`config.mk`:
```
export PLATFORM = sky130hd
export DESIGN_NAME = mul16_seq
export DESIGN_NICKNAME = d
export VERILOG_FILES = /design/src/rtl/mul16_seq.sv
export SDC_FILE = /design/constraint.sdc
export NUM_CORES = 1
export LEC_CHECK = 0
export CORE_MARGIN = 2
export CORE_UTILIZATION = 40
export CTS_CLUSTER_SIZE = 24
export DETAILED_ROUTE_END_ITERATION = 10
export GPL_ROUTABILITY_DRIVEN = 0
export HOLD_SLACK_MARGIN = 0.08
export PLACE_DENSITY = 0.65
export SLEW_MARGIN = 10
export SYNTH_ARGS = -nofsm -noshare
export SYNTH_HDL_FRONTEND = slang
export SYNTH_SLANG_ARGS = --single-unit
export TNS_END_PERCENT = 50
```
`constraint.sdc`:
```
create_clock -name clk -period 2.4 [get_ports clk]
set_input_delay 0.24 -clock clk [delete_from_list [all_inputs] [get_ports clk]]
set_output_delay 0.24 -clock clk [all_outputs]
set_load 0.05 [all_outputs]
```
`src/rtl/mul16_seq.sv`:
```
// Sequential unsigned shift-add multiplier. It performs one WIDTH-bit add with carry-out per cycle.
// A full 2*WIDTH-bit product is ready WIDTH cycles after start is accepted.
module mul16_seq #(
    parameter int WIDTH = 16
) (
    input  logic               clk,
    input  logic               reset,
    input  logic               start,
    input  logic [WIDTH-1:0]   A,
    input  logic [WIDTH-1:0]   B,
    output logic               busy,
    output logic               done,
    output logic [2*WIDTH-1:0] product
);

    localparam int            CW   = (WIDTH > 1) ? $clog2(WIDTH) : 1;
    localparam logic [CW-1:0] LAST = CW'(WIDTH - 1);

    typedef enum logic [1:0] {
        IDLE,
        RUN,
        DONE
    } state_t;

    state_t state;
    state_t next_state;

    logic [WIDTH-1:0]   mcand;
    logic [WIDTH-1:0]   acc_hi;
    logic [WIDTH-1:0]   acc_lo;
    logic [CW-1:0]      count;
    logic [WIDTH-1:0]   addend;
    logic [WIDTH:0]     sum;
    logic [2*WIDTH-1:0] shifted;
    logic               last;
    logic               accept;

    always_ff @(posedge clk or posedge reset) begin
        if (reset) begin
            state <= IDLE;
        end else begin
            state <= next_state;
        end
    end

    // busy and done decode from state only, so they cannot glitch when start toggles.
    always_comb begin
        next_state = state;
        busy       = 1'b0;
        done       = 1'b0;
        accept     = 1'b0;
        case (state)
            IDLE: begin
                if (start) begin
                    accept     = 1'b1;
                    next_state = RUN;
                end
            end
            RUN: begin
                busy = 1'b1;
                if (last) begin
                    next_state = DONE;
                end
            end
            DONE: begin
                done = 1'b1;
                if (start) begin
                    accept     = 1'b1;
                    next_state = RUN;
                end else begin
                    next_state = IDLE;
                end
            end
            default: next_state = IDLE;
        endcase
    end

    // The adder carry becomes the MSB of acc_hi after the right shift.
    // Multiplier bits retire out of the bottom of acc_lo.
    always_comb begin
        addend  = acc_lo[0] ? mcand : '0;
        sum     = {1'b0, acc_hi} + {1'b0, addend};
        shifted = {sum, acc_lo[WIDTH-1:1]};
        last    = (count == LAST);
    end

    always_ff @(posedge clk or posedge reset) begin
        if (reset) begin
            mcand   <= '0;
            acc_hi  <= '0;
            acc_lo  <= '0;
            count   <= '0;
            product <= '0;
        end else if (accept) begin
            mcand  <= A;
            acc_hi <= '0;
            acc_lo <= B;
            count  <= '0;
        end else if (state == RUN) begin
            {acc_hi, acc_lo} <= shifted;
            count            <= count + CW'(1);
            if (last) begin
                product <= shifted;
            end
        end
    end

endmodule
```
==> summary.md, run 1 <==
| Metric | Value |
|---|---|
| Crit-path max FO | 15 |
| Nets | 579 |
| Slew Limit Headroom | between 60% and 70% |
| Area growth syn-to-layout | 30.1% |
| Crit. End Element | flop |
| RSZ-0062 raised after global routing | yes |
| Worst Tran Pin Value | 0.581 ns |
| Fillers | 936 |
| Cells after Synth | 454 |
| Hold Crit Class | primary input to async pin |
| WL per Instance | 14.6 um |
| Die width | 105 um |
| CP max-delay cell | or4_1 |
| Global-route wire length before repair | 16,600 um |
| Register area share after synthesis | 52.2% |
| Final worst setup slack | 0.0961 ns |
| Initial Util | 40.6% |
| DRC | 0 |
| Layout cells sized above 1 | 10.7% |
| Clk slew on worst S/H paths | ~0.09 ns |
| Detailed-route via count | between 3,000 and 4,000 |
| Maximum vdd drop | between 0.6 and 0.7 mV |
| GRT Util Overall | 18.6% |
| Mapped cell area | 4120 sq um |
| Die height | 105 um |
| Post-CTS setup buffers | 0 |
| R2R setup slack | between 0.09 and 0.1 ns |
| Switching pwr | 3520 uW |
| Place WS | roughly 0.0027 ns |
| Clk_skew | 0.00829 ns |
| Clock sink total | 86 |
| Synthesized Nets | 507 |
| Pwr Density | 1480 nW/um^2 |
| Gr ovfl total | 0 |
| Number of CTS-inserted buffers | 9 |
| Placed Area | 5040 sq um |
| Worst-Skew Late Latency | 0.36 ns |
| CP Launch Type | flop |
| Pre-antenna DRT Iters | 4 |
| # rows | 37 |
| Io pins | 69 |
| Seq cells post-synth | 86 |
| CTS H-tree depth | 3 |
| Via density | 5.12 |
| Status | complete, no violations |
| Max incr delay on CP | just under 0.5 ns |
| Final Setup Violations | 0 |
| Diodes inserted | 0 |
| Clock tree root driver cell | clkbuf_8 |
| Crit-path cells | buf_4 -> and2_1 -> ha_4 -> o21ai_2 -> nor3b_1 -> o32a_1 -> or4_1 -> nand3_1 |
| I/O Buffers | 68 |
| CTS tree | built |
| Initial drt markers | 220 |
| DP HPWL | 6720 um |
| CTS max path bufs | 2 |
| Combinational Power Share | 54.1% |
| Final Hold Violating Endpoints | 0 |
| CP Data Arrival Time | about 2.6 ns |
| Type of the worst setup path | flop to flop |
| Flop pwr share | 31.9% |
| Period utilisation layout | 96.0% |
| Mapped Avg Cell Area | 9.08 sq um |
| Final min period | 2.30 ns |
| Final Slew Violations | 0 |
| Fmax | 0.434 GHz |
| Total power | 7950 uW |
| ANT nets after route | 0 |
| Leakage | 0.00253 uW |
| Final WL | 9730 um |
| Max_cap viols | 0 |
| CORE AREA | between 10,000 and 15,000 sq um |
| Final Instance Area | 5360 sq um |
| Count of different cell masters after synthesis | 40 |
| Leading cell type in the layout, fill and taps excluded | nand2_1 |
| Hold_buf cts | 0 |
| Sw Share | 44.3% |
| Synthesis warning total | 0 |
| Vias in the first global route | 3,553 |
| Internal power | 4420 uW |
| Initial antenna violation count | 0 |
| Largest net degree at the start of global routing | 35 |
| Die area | 11,100 sq um |
| Commonest cells after routing, fill and taps aside | nand2_1 (171), dfrtp_1 (86), clkdlybuf4s50_1 (67), and2_1 (17), o21ai_1 (15) |
| Clock power share | 14.1% |
| CP required | 2.69 ns |
## Yosys cell counts
cell        n  share of area, %
nand2_1   171                16
dfrtp_1    86                52
clkbuf_1   18               1.6
and2_1     17               2.6
ha_1       17               5.2
o21ai_1    17               2.1
nor2_1     15               1.4
a21oi_1    14               1.7
a22oi_1    13               2.4
a22o_1     11               2.3
xnor2_1    11               2.3
nand3_1     8              0.97
nor2b_1     5              0.76
inv_1       4              0.36
mux2_2      4               1.1
o21ai_0     4              0.49
a31oi_1     3              0.46
buf_2       3              0.36
nand2b_1    3              0.46
xor2_1      3              0.64
a221oi_1    2              0.43
and4_1      2              0.43
inv_2       2              0.18
nor3_1      2              0.24
o211ai_1    2              0.36
o21a_1      2              0.36
or4_1       2              0.36
a211oi_1    1              0.18
a21o_1      1              0.18
a41oi_1     1              0.21
and3_1      1              0.15
fa_1        1              0.49
nand4_1     1              0.15
nor3b_1     1              0.18
o21ai_2     1              0.21
o21bai_1    1              0.18
o22ai_1     1              0.15
o32a_1      1              0.24
or2_1       1              0.15
or2b_1      1              0.18
## path summary, 6_finish.rpt
path,cells past startpoint,startpoint,end
max,8,acc_lo[0],product[30]
max in group asynchronous,3,reset,product[20]
min reg2reg,2,mcand[5],mcand[5]
min,2,reset,mcand[15]
min in group clk,3,A[11],mcand[11]
max reg2reg,8,acc_lo[0],product[30]
## cell families (layout without fill, tap and decap cells)
group	count (synthesis)	in the layout	share of synthesized area, %
compound gates	75	75	11.9
xor+xnor	14	14	2.98
fa+ha+maj	18	18	5.65
buf+inv	27	104	2.55
flops	86	86	52.2
mux	4	4	1.09
simple gates	230	230	23.6
## through the flow
stage	utilization [%]	hold slack (ns)	cells	TNS (ns)
CTS	51.8	0.291	667	0
global placement	49.7	0.454	651	0
detailed placement	49.7	0.457	651	0
floorplan	-	0.345	454	0
global route	52.9	0.319	667	-0.0222
finish	52.9	0.279	667	0
## what timing repair did
action                     4_1_cts  5_1_grt
setup endpoints to repair        2       13
pin swaps                        0        4
gates resized for setup          1       20
## final cells by class
| class | count | area (sq um) | area share, % |
|---|---|---|---|
| inverters | 6 | 26.3 | 0.490 |
| clock inverters | 5 | 83.8 | 1.56 |
| repair buffers | 82 | 821 | 15.3 |
| well taps | 136 | 170 | 3.18 |
| flip-flops and latches | 86 | 2150 | 40.2 |
| multi-input cells | 341 | 1970 | 36.8 |
| clock buffers | 11 | 131 | 2.45 |
## flip-flops by register name, summed over array words and instances, names as in the netlist
signal   flops
count        4
mcand       16
product     32
state        2
acc_hi      16
acc_lo      16
## power by group through the flow
stage	Combinational (uW)	Sequential [uW]	Clock, uW
detailed placement	4110	2540	0
CTS	4130	2530	1140
floorplan	2200	3210	0
finish	4290	2530	1120
global placement	4020	2540	0
global route	4730	2630	1210
## worst max-delay path: cells and delay by family, from the launching register on
kind            cells  cell delay, ns
simple gates        4            0.93
compound gates      2            0.44
flops               1            0.38
fa+ha+maj           1            0.29
buf+inv             1            0.19
## per-layer routing
metal / share of wire [%] / track usage (%) / vias to the layer above
met1: 45 / 24.4 / 1669
met5: 0 / 0 / -
met3: 6.1 / 5.50 / 9
li1: - / - / 1654
met2: 48 / 29.8 / 86
met4: 1.2 / 5.55 / 0
Note: power is estimated with default switching activity, not from simulation.
==> run 2: changes to the inputs <==
Settings changed: GPL_ROUTABILITY_DRIVEN 0 to unset, GPL_TIMING_DRIVEN set to 1.
==> results of run 2 <==
The final DEF is identical to that of run 1; final timing and power are the same.
